### src/rtl/vga_sync_receiver.sv
// vga_sync_receiver
//   Sink end of the VGA link. Samples active-low hsync/vsync and 1-bit r/g/b
//   at the pixel rate (pix_en strobe), rebuilds the raster position, locks to
//   a stable line length and emits one strobe per active pixel with its
//   coordinates and colour.
//
// Ports
//   clock, reset          system clock, asynchronous active-high reset
//   pix_en                one-clock pixel-rate sample strobe
//   hsync_n, vsync_n      syncs, active low, asynchronous to clock
//   r, g, b               pixel colour
//   pix_valid             one-clock strobe: active pixel sampled
//   pix_x, pix_y, pix_rgb column, row and {r,g,b} of the strobed pixel
//   frame_start           one-clock strobe on vsync rising edge
//   locked, h_total       horizontal lock flag and locked line length
//   timing_err            one-clock strobe on loss of lock
module vga_sync_receiver #(
   parameter int H_ACTIVE   = 640,
   parameter int H_BP       = 48,
   parameter int V_ACTIVE   = 480,
   parameter int V_BP       = 33,
   parameter int LOCK_LINES = 4
) (
   input  logic        clock,
   input  logic        reset,
   input  logic        pix_en,
   input  logic        hsync_n,
   input  logic        vsync_n,
   input  logic        r,
   input  logic        g,
   input  logic        b,
   output logic        pix_valid,
   output logic [9:0]  pix_x,
   output logic [9:0]  pix_y,
   output logic [2:0]  pix_rgb,
   output logic        frame_start,
   output logic        locked,
   output logic [10:0] h_total,
   output logic        timing_err
);

   localparam int MW = $clog2(LOCK_LINES + 1);

   typedef enum logic [1:0] {UNLOCKED, CHECK, LOCKED} state_t;

   logic [4:0]    meta, sync;      // {hsync, vsync, r, g, b}
   logic          hs, vs;
   logic [2:0]    rgb;
   logic          hs_prev, vs_prev;
   logic          h_rise, v_rise, h_miss;
   logic [10:0]   h_cnt, p;
   logic [9:0]    v_cnt, v_nxt;
   logic [11:0]   meas_len, ref_len;
   logic [MW-1:0] match;
   logic          h_seen;
   state_t        state;
   logic          in_h, in_v, strobe;

   assign hs  = sync[4];
   assign vs  = sync[3];
   assign rgb = sync[2:0];

   // 2-flop synchronizer, clocked every cycle regardless of pix_en
   always_ff @(posedge clock or posedge reset) begin
      if (reset) begin
         meta <= '0;
         sync <= '0;
      end else begin
         meta <= {hsync_n, vsync_n, r, g, b};
         sync <= meta;
      end
   end

   // The previous-sample flops clear on reset, so the first sample after
   // reset with the syncs idling high registers as a rising edge.
   assign h_rise   = pix_en & hs & ~hs_prev;
   assign v_rise   = pix_en & vs & ~vs_prev;
   assign meas_len = {1'b0, h_cnt} + 12'd1;

   always_comb begin
      p = h_cnt;
      if (h_rise)
         p = '0;
      else if (h_cnt != 11'h7FF)
         p = h_cnt + 11'd1;
   end

   // Fires once, on the sample where the line counter arrives at saturation
   assign h_miss = pix_en & ~h_rise & (h_cnt == 11'h7FE);

   // vsync rise wins over a coincident hsync rise
   always_comb begin
      v_nxt = v_cnt;
      if (v_rise)
         v_nxt = '0;
      else if (h_rise && v_cnt != 10'h3FF)
         v_nxt = v_cnt + 10'd1;
   end

   assign in_h   = (p >= 11'(H_BP)) && (p < 11'(H_BP + H_ACTIVE));
   assign in_v   = (v_nxt >= 10'(V_BP)) && (v_nxt < 10'(V_BP + V_ACTIVE));
   assign strobe = pix_en & locked & in_h & in_v & hs & vs;

   // raster position
   always_ff @(posedge clock or posedge reset) begin
      if (reset) begin
         hs_prev <= 1'b0;
         vs_prev <= 1'b0;
         h_cnt   <= '0;
         v_cnt   <= '0;
      end else if (pix_en) begin
         hs_prev <= hs;
         vs_prev <= vs;
         h_cnt   <= p;
         v_cnt   <= v_nxt;
      end
   end

   // lock FSM with registered locked / h_total / timing_err
   always_ff @(posedge clock or posedge reset) begin
      if (reset) begin
         state      <= UNLOCKED;
         h_seen     <= 1'b0;
         ref_len    <= '0;
         match      <= '0;
         locked     <= 1'b0;
         h_total    <= '0;
         timing_err <= 1'b0;
      end else begin
         timing_err <= 1'b0;
         if (h_miss) begin
            timing_err <= (state == LOCKED);
            state      <= UNLOCKED;
            h_seen     <= 1'b0;
            locked     <= 1'b0;
         end else if (h_rise) begin
            case (state)
               UNLOCKED: begin
                  // first edge only arms; the length it ends is meaningless
                  if (!h_seen) begin
                     h_seen <= 1'b1;
                  end else begin
                     ref_len <= meas_len;
                     match   <= MW'(1);
                     state   <= CHECK;
                  end
               end
               CHECK: begin
                  if (meas_len == ref_len) begin
                     match <= match + 1'b1;
                     if (match == MW'(LOCK_LINES - 1)) begin
                        state   <= LOCKED;
                        locked  <= 1'b1;
                        h_total <= ref_len[10:0];
                     end
                  end else begin
                     ref_len <= meas_len;
                     match   <= MW'(1);
                  end
               end
               LOCKED: begin
                  if (meas_len != ref_len) begin
                     timing_err <= 1'b1;
                     locked     <= 1'b0;
                     state      <= CHECK;
                     ref_len    <= meas_len;
                     match      <= MW'(1);
                  end
               end
               default: state <= UNLOCKED;
            endcase
         end
      end
   end

   // pixel output register; coordinates and colour hold between strobes
   always_ff @(posedge clock or posedge reset) begin
      if (reset) begin
         pix_valid   <= 1'b0;
         pix_x       <= '0;
         pix_y       <= '0;
         pix_rgb     <= '0;
         frame_start <= 1'b0;
      end else begin
         pix_valid   <= 1'b0;
         frame_start <= v_rise;
         if (strobe) begin
            pix_valid <= 1'b1;
            pix_x     <= p[9:0] - 10'(H_BP);
            pix_y     <= v_nxt - 10'(V_BP);
            pix_rgb   <= rgb;
         end
      end
   end

endmodule

### config.mk
export PLATFORM = sky130hd
export DESIGN_NAME = vga_sync_receiver
export DESIGN_NICKNAME = d
export VERILOG_FILES = /design/src/rtl/vga_sync_receiver.sv
export SDC_FILE = /design/constraint.sdc
export NUM_CORES = 1
export LEC_CHECK = 0
export BUFFER_PORTS_ARGS = -buffer_cell sky130_fd_sc_hd__buf_2
export CORE_MARGIN = 8
export CORE_UTILIZATION = 54
export DETAILED_ROUTE_END_ITERATION = 10
export PLACE_DENSITY = 0.84
export SYNTH_ARGS = -nofsm -noshare
export SYNTH_HDL_FRONTEND = slang
export SYNTH_SLANG_ARGS = --single-unit
### constraint.sdc
create_clock -name clock -period 2.9 [get_ports clock]
set_clock_uncertainty 0.1 [all_clocks]
set_input_delay 0.435 -clock clock [delete_from_list [all_inputs] [get_ports clock]]
set_output_delay 0.435 -clock clock [all_outputs]
set_load 0.01 [all_outputs]
==> load_flow_metrics.sql, run 1 <==
INSERT INTO impl_metrics (metric_group, metric, value, unit) VALUES
('worst_setup_path', 'setup.reg_to_reg.worst_slack', '-110', 'ps'),
('placement', 'routability_congestion', '0.9197', ''),
('synthesis', 'syn_avg_cell_area', '10.98', 'µm²'),
('worst_setup_path', 'startpoint', 'v_cnt[1]', ''),
('clocking', 'cts-hold-fix-buffers', '0', ''),
('synthesis', 'yosysUniqueCellTypes', '63', ''),
('worst_setup_path', 'worst_r2r_endpoint', 'pix_x[2]', ''),
('clocking', 'cts_inserted_buffers', '9', ''),
('finish', 'final_core_utilization', '70.36', '%'),
('worst_setup_path', 'worst-r2r-cell-count', '12', ''),
('global_route', 'grt_pass1_vias', '3908', ''),
('run_status', 'status', 'finished with violations', ''),
('synthesis', 'synth.top_cells.by_area', 'dfrtp_1, mux2_2, xnor2_1', ''),
('floorplanning', 'core_area', '8593', 'µm²'),
('synthesis', 'cells_after_synth', '430', ''),
('hold_path', 'hold_class', 'in -> async', ''),
('timing', 'worst_slack', '-108.4', 'ps'),
('route', 'routed_wirelength', '12160', 'µm'),
('floorplanning', 'die_height', '109.5', 'µm'),
('timing', 'maxSlewViolCount', '0', ''),
('global_route', 'grt_start_max_net_pins', '90', ''),
('worst_setup_path', 'timing.critical_path.slowest_stage_cell', 'dfrtp_1', ''),
('placement', 'place_hpwl', '8474', 'µm'),
('synthesis', 'edff_count_synth', '0', ''),
('worst_setup_path', 'cp_max_fo', '15', ''),
('finish', 'instances_no_fill', '650', ''),
('finish', 'multi_input_area', '2516', 'µm²'),
('route', 'drtAntennaViolNets', '0', ''),
('global_route', 'antenna_violations_before_repair', '0', ''),
('pwr', 'p_leak', '3.052', 'nW'),
('placement', 'buffers_on_ports', '45', ''),
('pwr', 'irDropWorstVdd', '0.4694', 'mV'),
('global_route', 'groute.usage.overall', '20.42', '%'),
('synthesis', 'seq_area_frac_synth', '47.19', '%'),
('floorplanning', 'initial_utilization', '54.92', '%'),
('clocking', 'cell_at_the_root_of_the_clock_tree', 'clkbuf_8', ''),
('timing', 'timing.max_slew.rel_slack', '66.01', '%'),
('pwr', 'total_power', '3.752', 'mW'),
('floorplanning', 'floorplan.rows', '34', ''),
('synthesis', 'yosys_warnings', '0', ''),
('run_status', 'failed_checks', 'negative setup slack', ''),
('worst_setup_path', 'cp_common_cell', 'ha_4', ''),
('worst_setup_path', 'timing.critical_path.arrival', '3150', 'ps'),
('timing', 'timing_hold_violations_final', '0', ''),
('clocking', 'cts_tree', 'done', ''),
('floorplanning', 'dieWidth', '109.5', 'µm'),
('worst_setup_path', 'required', '3040', 'ps'),
('route', 'via_count', '3888', ''),
('clocking', 'cts_max_path_buffers', '2', ''),
('synthesis', 'synth_top_area_share', '47.19', '%'),
('timing', 'fin_crit', '3008', 'ps'),
('timing', 'setup_viol_count_final', '41', ''),
('finish', 'growth_of_design_area_from_synthesis_to_finish', '28.10', '%'),
('flow_run', 'max_cap_violations', '0', ''),
('finish', 'final.fill_count', '601', ''),
('route', 'number_of_search_and_repair_iterations_in_the_first_detailed_routing_pass', '4', ''),
('pwr', 'p_per_area', '620.6', 'nW/µm²'),
('worst_setup_path', 'timing.rr.start', 'v_cnt[1]', ''),
('worst_setup_path', 'timing.critical_path.buf_inv', '1', ''),
('worst_setup_path', 'critical_path_depth', '12', ''),
('synthesis', 'net_count_after_synthesis', '446', ''),
('timing', 'max_freq', '332.4', 'MHz'),
('worst_setup_path', 'worstSetupStartpointType', 'flip-flop', ''),
('route', 'wire_per_inst', '18.70', 'µm'),
('timing', 'hold_slack_final', '63.80', 'ps'),
('finish', 'post_route_cells_drive_above_1_share', '41.14', '%'),
('placement', 'worst_slack_placed', '-366.0', 'ps'),
('route', 'initialDrtViolationCount', '311', ''),
('worst_setup_path', 'cpLargestDelayFamily', 'simple AND/OR/NAND/NOR gates', ''),
('timing', 'timing_worst_slew_pin_value', '502.7', 'ps'),
('clocking', 'worstSkewPairLatency', '360', 'ps');
## synth_stat cells, types with 3 or more instances
cell type / count
a31oi_1: 9
mux2_2: 37
buf_4: 3
a211o_1: 3
nand4_1: 8
nand2_1: 26
nand3b_1: 3
o211ai_1: 3
a21oi_1: 23
or4_1: 3
o21ai_0: 14
xnor2_1: 23
mux2i_1: 7
ha_1: 8
and3_1: 7
dfrtp_1: 89
nand3_1: 18
clkbuf_1: 10
inv_1: 27
mux2_4: 9
nor2_1: 15
buf_2: 6
and4_1: 4
xnor3_1: 4
o31ai_1: 3
xor2_1: 6
and2_1: 3
nor3_1: 10
## placed cells by master (no fill, tap or decap), types with 6 or more instances in the layout
cell | Yosys | layout
inv_1 | 27 | 24
and3_1 | 7 | 7
nand3_1 | 18 | 18
buf_6 | 2 | 7
a31oi_1 | 9 | 7
xnor2_1 | 23 | 21
nor2_1 | 15 | 12
clkbuf_8 | 0 | 10
o21ai_0 | 14 | 13
nand4_1 | 8 | 8
mux2_4 | 9 | 18
a21oi_1 | 23 | 19
nor3_1 | 10 | 9
mux2i_1 | 7 | 7
mux2_2 | 37 | 28
dfrtp_1 | 89 | 89
nand2_1 | 26 | 26
xor2_1 | 6 | 6
buf_4 | 3 | 65
buf_2 | 6 | 45
## power by group
part           total (mW)  switching, mW  internal, mW
combinational        1.23          0.593         0.639
sequential           1.53          0.166          1.36
clock               0.991          0.471         0.520
total                3.75           1.23          2.52
## worst min-delay path by stage
stage | slack (ps) | from | endpoint | cells past startpoint
final | 60 | reset | meta[0] | 3
after global routing | 50 | b | meta[0] | 1
after CTS | 60 | b | meta[0] | 1
after detailed placement | 240 | meta[3] | sync[3] | 0
after global placement | 230 | meta[1] | sync[1] | 0
after floorplan | 230 | meta[0] | sync[0] | 0
## metrics by stage
| step | setup TNS (ps) | area, µm² |
|---|---|---|
| after CTS | -2224 | 5911 |
| after global placement | -5919 | 5552 |
| after global routing | -6526 | 6046 |
| final | -2888 | 6046 |
| after floorplan | -1990 | 4865 |
| after detailed placement | -7825 | 5552 |
## sequential cells by signal (all words and copies together) (netlist names), 2 cells and up
| name | flops |
|---|---|
| ref_len | 12 |
| state | 2 |
| h_cnt | 11 |
| pix_y | 10 |
| pix_x | 10 |
| h_total | 11 |
| match | 3 |
| pix_rgb | 3 |
| meta | 5 |
| v_cnt | 10 |
| sync | 5 |
## per-layer routing
metal  up-vias  wire [µm]  GRT usage, %
met3        39        705         3.634
met5         -          0             0
met2       179       5821         32.64
li1       1757          -             -
met1      1913       5159         26.16
met4         0        471         10.32
## kinds of logic after synthesis
| family | after synthesis | share of synthesized area (%) |
|---|---|---|
| compound gates | 79 | 11.21 |
| xor+xnor | 34 | 7.635 |
| fa+ha+maj | 9 | 2.360 |
| buf+inv | 51 | 4.799 |
| flops | 89 | 47.19 |
| mux | 53 | 13.18 |
| simple gates | 115 | 13.63 |
## tightest hold or removal path, stage by stage
cell and delay [ps]:
buf_2 100, clkinv_2 50, buf_12 370
## repair_timing
action | CTS | global route
cloned | 0 | 1
pin swaps | 8 | 9
buffers inserted | 8 | 4
resized for setup | 14 | 22
endpoints found under the setup margin | 46 | 51
## final cells by class
| cell class | instances | area share [%] |
|---|---|---|
| multi-input combinational | 291 | 41.62 |
| clock inverter | 6 | 1.573 |
| inverter | 27 | 1.697 |
| tap | 108 | 2.235 |
| clock buffer | 10 | 2.276 |
| timing repair buffer | 119 | 13.76 |
| sequential | 89 | 36.84 |
Note: power is estimated with default switching activity, not from simulation.
==> run 2: changes to the inputs <==
--- a/config.mk
+++ b/config.mk
@@ -6,10 +6,12 @@
 export NUM_CORES = 1
 export LEC_CHECK = 0
 export BUFFER_PORTS_ARGS = -buffer_cell sky130_fd_sc_hd__buf_2
+export CELL_PAD_IN_SITES_DETAIL_PLACEMENT = 1
+export CELL_PAD_IN_SITES_GLOBAL_PLACEMENT = 2
 export CORE_MARGIN = 8
-export CORE_UTILIZATION = 54
+export CORE_UTILIZATION = 35
 export DETAILED_ROUTE_END_ITERATION = 10
-export PLACE_DENSITY = 0.84
+export PLACE_DENSITY = 0.82
 export SYNTH_ARGS = -nofsm -noshare
 export SYNTH_HDL_FRONTEND = slang
 export SYNTH_SLANG_ARGS = --single-unit
==> run 2 against run 1 <==
Effect of this change: sequential share of layout area decreased by 2.5 points; setup slack worse by 45 ps; die area grew 46%; largest power group unchanged; the flow still finishes with violations (negative setup slack); non-clock buffer count increased by 26; register-to-register slack worse by 40 ps.
==> load_flow_metrics.sql, run 2 (synthesis gave the netlist of run 1 again) <==
INSERT INTO impl_metrics (metric_group, metric, value, unit) VALUES
('worst_setup_path', 'worstSetupStartpointType', 'flip-flop', ''),
('worst_setup_path', 'required', '3040', 'ps'),
('finish', 'final_core_utilization', '49.16', '%'),
('placement', 'buffers_on_ports', '45', ''),
('route', 'routed_via_density', '5.357', ''),
('finish', 'non_filler_cell_area_final', '6484', 'µm²'),
('timing', 'min_period_over_period', '105.3', '%'),
('timing', 'setup_repair_after_global_routing_missed_its_margin', 'yes', ''),
('worst_setup_path', 'cpLargestDelayFamily', 'simple AND/OR/NAND/NOR gates', ''),
('worst_setup_path', 'critical_path.cell_chain', 'buf_4 -> and4_4 -> buf_4 -> nand2_2 -> a311oi_1 -> nand4_1 -> or4_4 -> maj3_2 -> nand2_4 -> mux2_4', ''),
('pwr', 'cell_internal_pwr', '2.740', 'mW'),
('flow_run', 'max_cap_violations', '0', ''),
('pwr', 'switching_power', '1.352', 'mW'),
('clocking', 'cell_at_the_root_of_the_clock_tree', 'clkbuf_16', ''),
('timing', 'fin_crit', '3053', 'ps'),
('floorplanning', 'core_area', '13190', 'µm²'),
('clocking', 'worstSkewPairLatency', '350', 'ps'),
('run_status', 'failed_checks', 'negative setup slack', ''),
('clocking', 'worst_setup_hold_path_clk_slew', '70', 'ps'),
('finish', 'layout_commonest_cell', 'buf_4', ''),
('timing', 'maxSlewViolCount', '0', ''),
('worst_setup_path', 'startpoint', 'h_cnt[0]', ''),
('worst_setup_path', 'timing.critical_path.buf_inv', '2', ''),
('global_route', 'grt_start_max_net_pins', '53', ''),
('route', 'drtAntennaViolNets', '0', ''),
('worst_setup_path', 'setup.reg_to_reg.worst_slack', '-150', 'ps'),
('pwr', 'clock_power_share', '29.2', '%'),
('finish', 'register_area', '2228', 'µm²'),
('worst_setup_path', 'worstSetupEndpointType', 'flip-flop', ''),
('clocking', 'numClockSinks', '89', ''),
('timing', 'setup_viol_count_final', '48', ''),
('clocking', 'h-tree-depth', '3', ''),
('worst_setup_path', 'worst_path_largest_cell_delay', '580', 'ps'),
('pwr', 'irDropWorstVdd', '0.3412', 'mV'),
('route', 'drt_drc_violations_left', '0', ''),
('timing', 'timing_hold_violations_final', '0', ''),
('route', 'wire_per_inst', '20.46', 'µm'),
('global_route', 'grt_pass1_vias', '4330', ''),
('floorplanning', 'die_height', '132.1', 'µm'),
('pwr', 'p_per_area', '631.1', 'nW/µm²'),
('floorplanning', 'initial_utilization', '35.78', '%'),
('pwr', 'sw_frac_of_total', '33.04', '%'),
('route', 'initialDrtViolationCount', '308', ''),
('finish', 'multi_input_area', '2589', 'µm²'),
('global_route', 'groute.usage.overall', '16.67', '%'),
('finish', 'post_route_cells_drive_above_1_share', '45.17', '%'),
('timing', 'timing.max_slew.rel_slack', '52.01', '%'),
('timing', 'hold_slack_final', '74.50', 'ps'),
('hold_path', 'hold_class', 'in -> async', ''),
('worst_setup_path', 'crit_type', 'reg -> reg', ''),
('worst_setup_path', 'timing.critical_path.slowest_stage_cell', 'or4_4', ''),
('route', 'via_count', '3991', ''),
('global_route', 'global_route_wire_length_before_repair', '23470', 'µm'),
('floorplanning', 'die-area', '17460', 'µm²'),
('pwr', 'p_leak', '3.245', 'nW'),
('timing', 'max_freq', '327.6', 'MHz'),
('floorplanning', 'floorplan.rows', '42', ''),
('finish', 'largest-register', 'ref_len', ''),
('worst_setup_path', 'cp_common_cell', 'buf_4', ''),
('placement', 'place_hpwl', '10370', 'µm'),
('clocking', 'cts-hold-fix-buffers', '0', ''),
('placement', 'placed_area', '5779', 'µm²'),
('finish', 'insertedDiodeCount', '0', ''),
('clocking', 'cts_inserted_buffers', '9', ''),
('placement', 'routability_congestion', '0.8743', ''),
('route', 'routed_wirelength', '15240', 'µm'),
('clocking', 'cts_tree', 'done', ''),
('finish', 'growth_of_design_area_from_synthesis_to_finish', '37.38', '%'),
('timing', 'timing_worst_slew_pin_value', '719.0', 'ps'),
('placement', 'worst_slack_placed', '-169.9', 'ps'),
('worst_setup_path', 'cp_max_fo', '8', ''),
('pwr', 'sequentialPowerShare', '37.5', '%'),
('route', 'number_of_search_and_repair_iterations_in_the_first_detailed_routing_pass', '4', ''),
('finish', 'final.fill_count', '1450', ''),
('global_route', 'antenna_violations_before_repair', '0', ''),
('clocking', 'cts_max_path_buffers', '2', ''),
('finish', 'final_cell_mix', 'buf_4, dfrtp_1, buf_2', ''),
('floorplanning', 'dieWidth', '132.1', 'µm'),
('worst_setup_path', 'timing.rr.start', 'h_cnt[0]', ''),
('finish', 'layout.nets', '580', ''),
('floorplanning', 'ios', '46', ''),
('finish', 'biggestRegsByFlops', 'ref_len x12, h_cnt x11, h_total x11', ''),
('finish', 'largest_reg_flops', '12', ''),
('timing', 'worst_slack', '-152.9', 'ps'),
('pwr', 'power.combinational.fraction', '33.3', '%'),
('timing', 'final_setup_tns', '-4357', 'ps'),
('worst_setup_path', 'timing.critical_path.arrival', '3190', 'ps'),
('run_status', 'status', 'finished with violations', ''),
('global_route', 'grt.overflow.total', '0', '');
## run 2: changes by cell type in the layout (fill, tap and decap cells not counted), moves of 4 or more
cell and delta:
clkbuf_16 +11, clkbuf_8 -10, buf_6 -4, buf_4 +28
## run 2: what timing repair did
action	CTS	global route
setup buffers	5	11
resized for setup	14	31
pin swaps	7	24
cloned	1	4
endpoints found under the setup margin	47	50
## run 2: metrics by stage
stage,cells,power (mW)
2_1_floorplan,430,2.234
3_3_place_gp,708,2.685
5_1_grt,745,4.276
3_5_place_dp,708,2.752
6_report,745,4.092
4_1_cts,730,4.007
## run 2: per-layer routing
layer / wire, µm / GRT usage (%) / vias up
met5: 0 / 0 / -
met4: 340 / 5.807 / 0
met3: 416 / 2.934 / 31
met2: 8175 / 29.63 / 70
met1: 6311 / 19.74 / 2068
li1: - / - / 1822
## run 2: path summary, 6_finish.rpt
| kind | to | cells after the start |
|---|---|---|
| worst min register to register | sync[4] | 0 |
| worst max register to register | ref_len[9] | 10 |
| min in group clock | meta[0] | 1 |
| max in group asynchronous | h_cnt[1] | 3 |
| worst max-delay path | ref_len[9] | 10 |
| worst min-delay path | timing_err | 2 |
## run 2: area by class of cell
cell class	instances	area share, %
Inverter	27	1.582
Multi-Input combinational cell	292	39.93
Clock inverter	6	1.042
Tap cell	176	3.396
Sequential cell	89	34.37
Timing Repair Buffer	145	16.15
Clock buffer	10	3.531
## run 2: power by group through the flow
stage / combinational, mW / clock (mW) / sequential, mW
2_1_floorplan: 0.753 / 0 / 1.48
3_3_place_gp: 1.16 / 0 / 1.53
3_5_place_dp: 1.21 / 0 / 1.54
4_1_cts: 1.26 / 1.22 / 1.53
5_1_grt: 1.47 / 1.26 / 1.54
6_report: 1.36 / 1.20 / 1.53
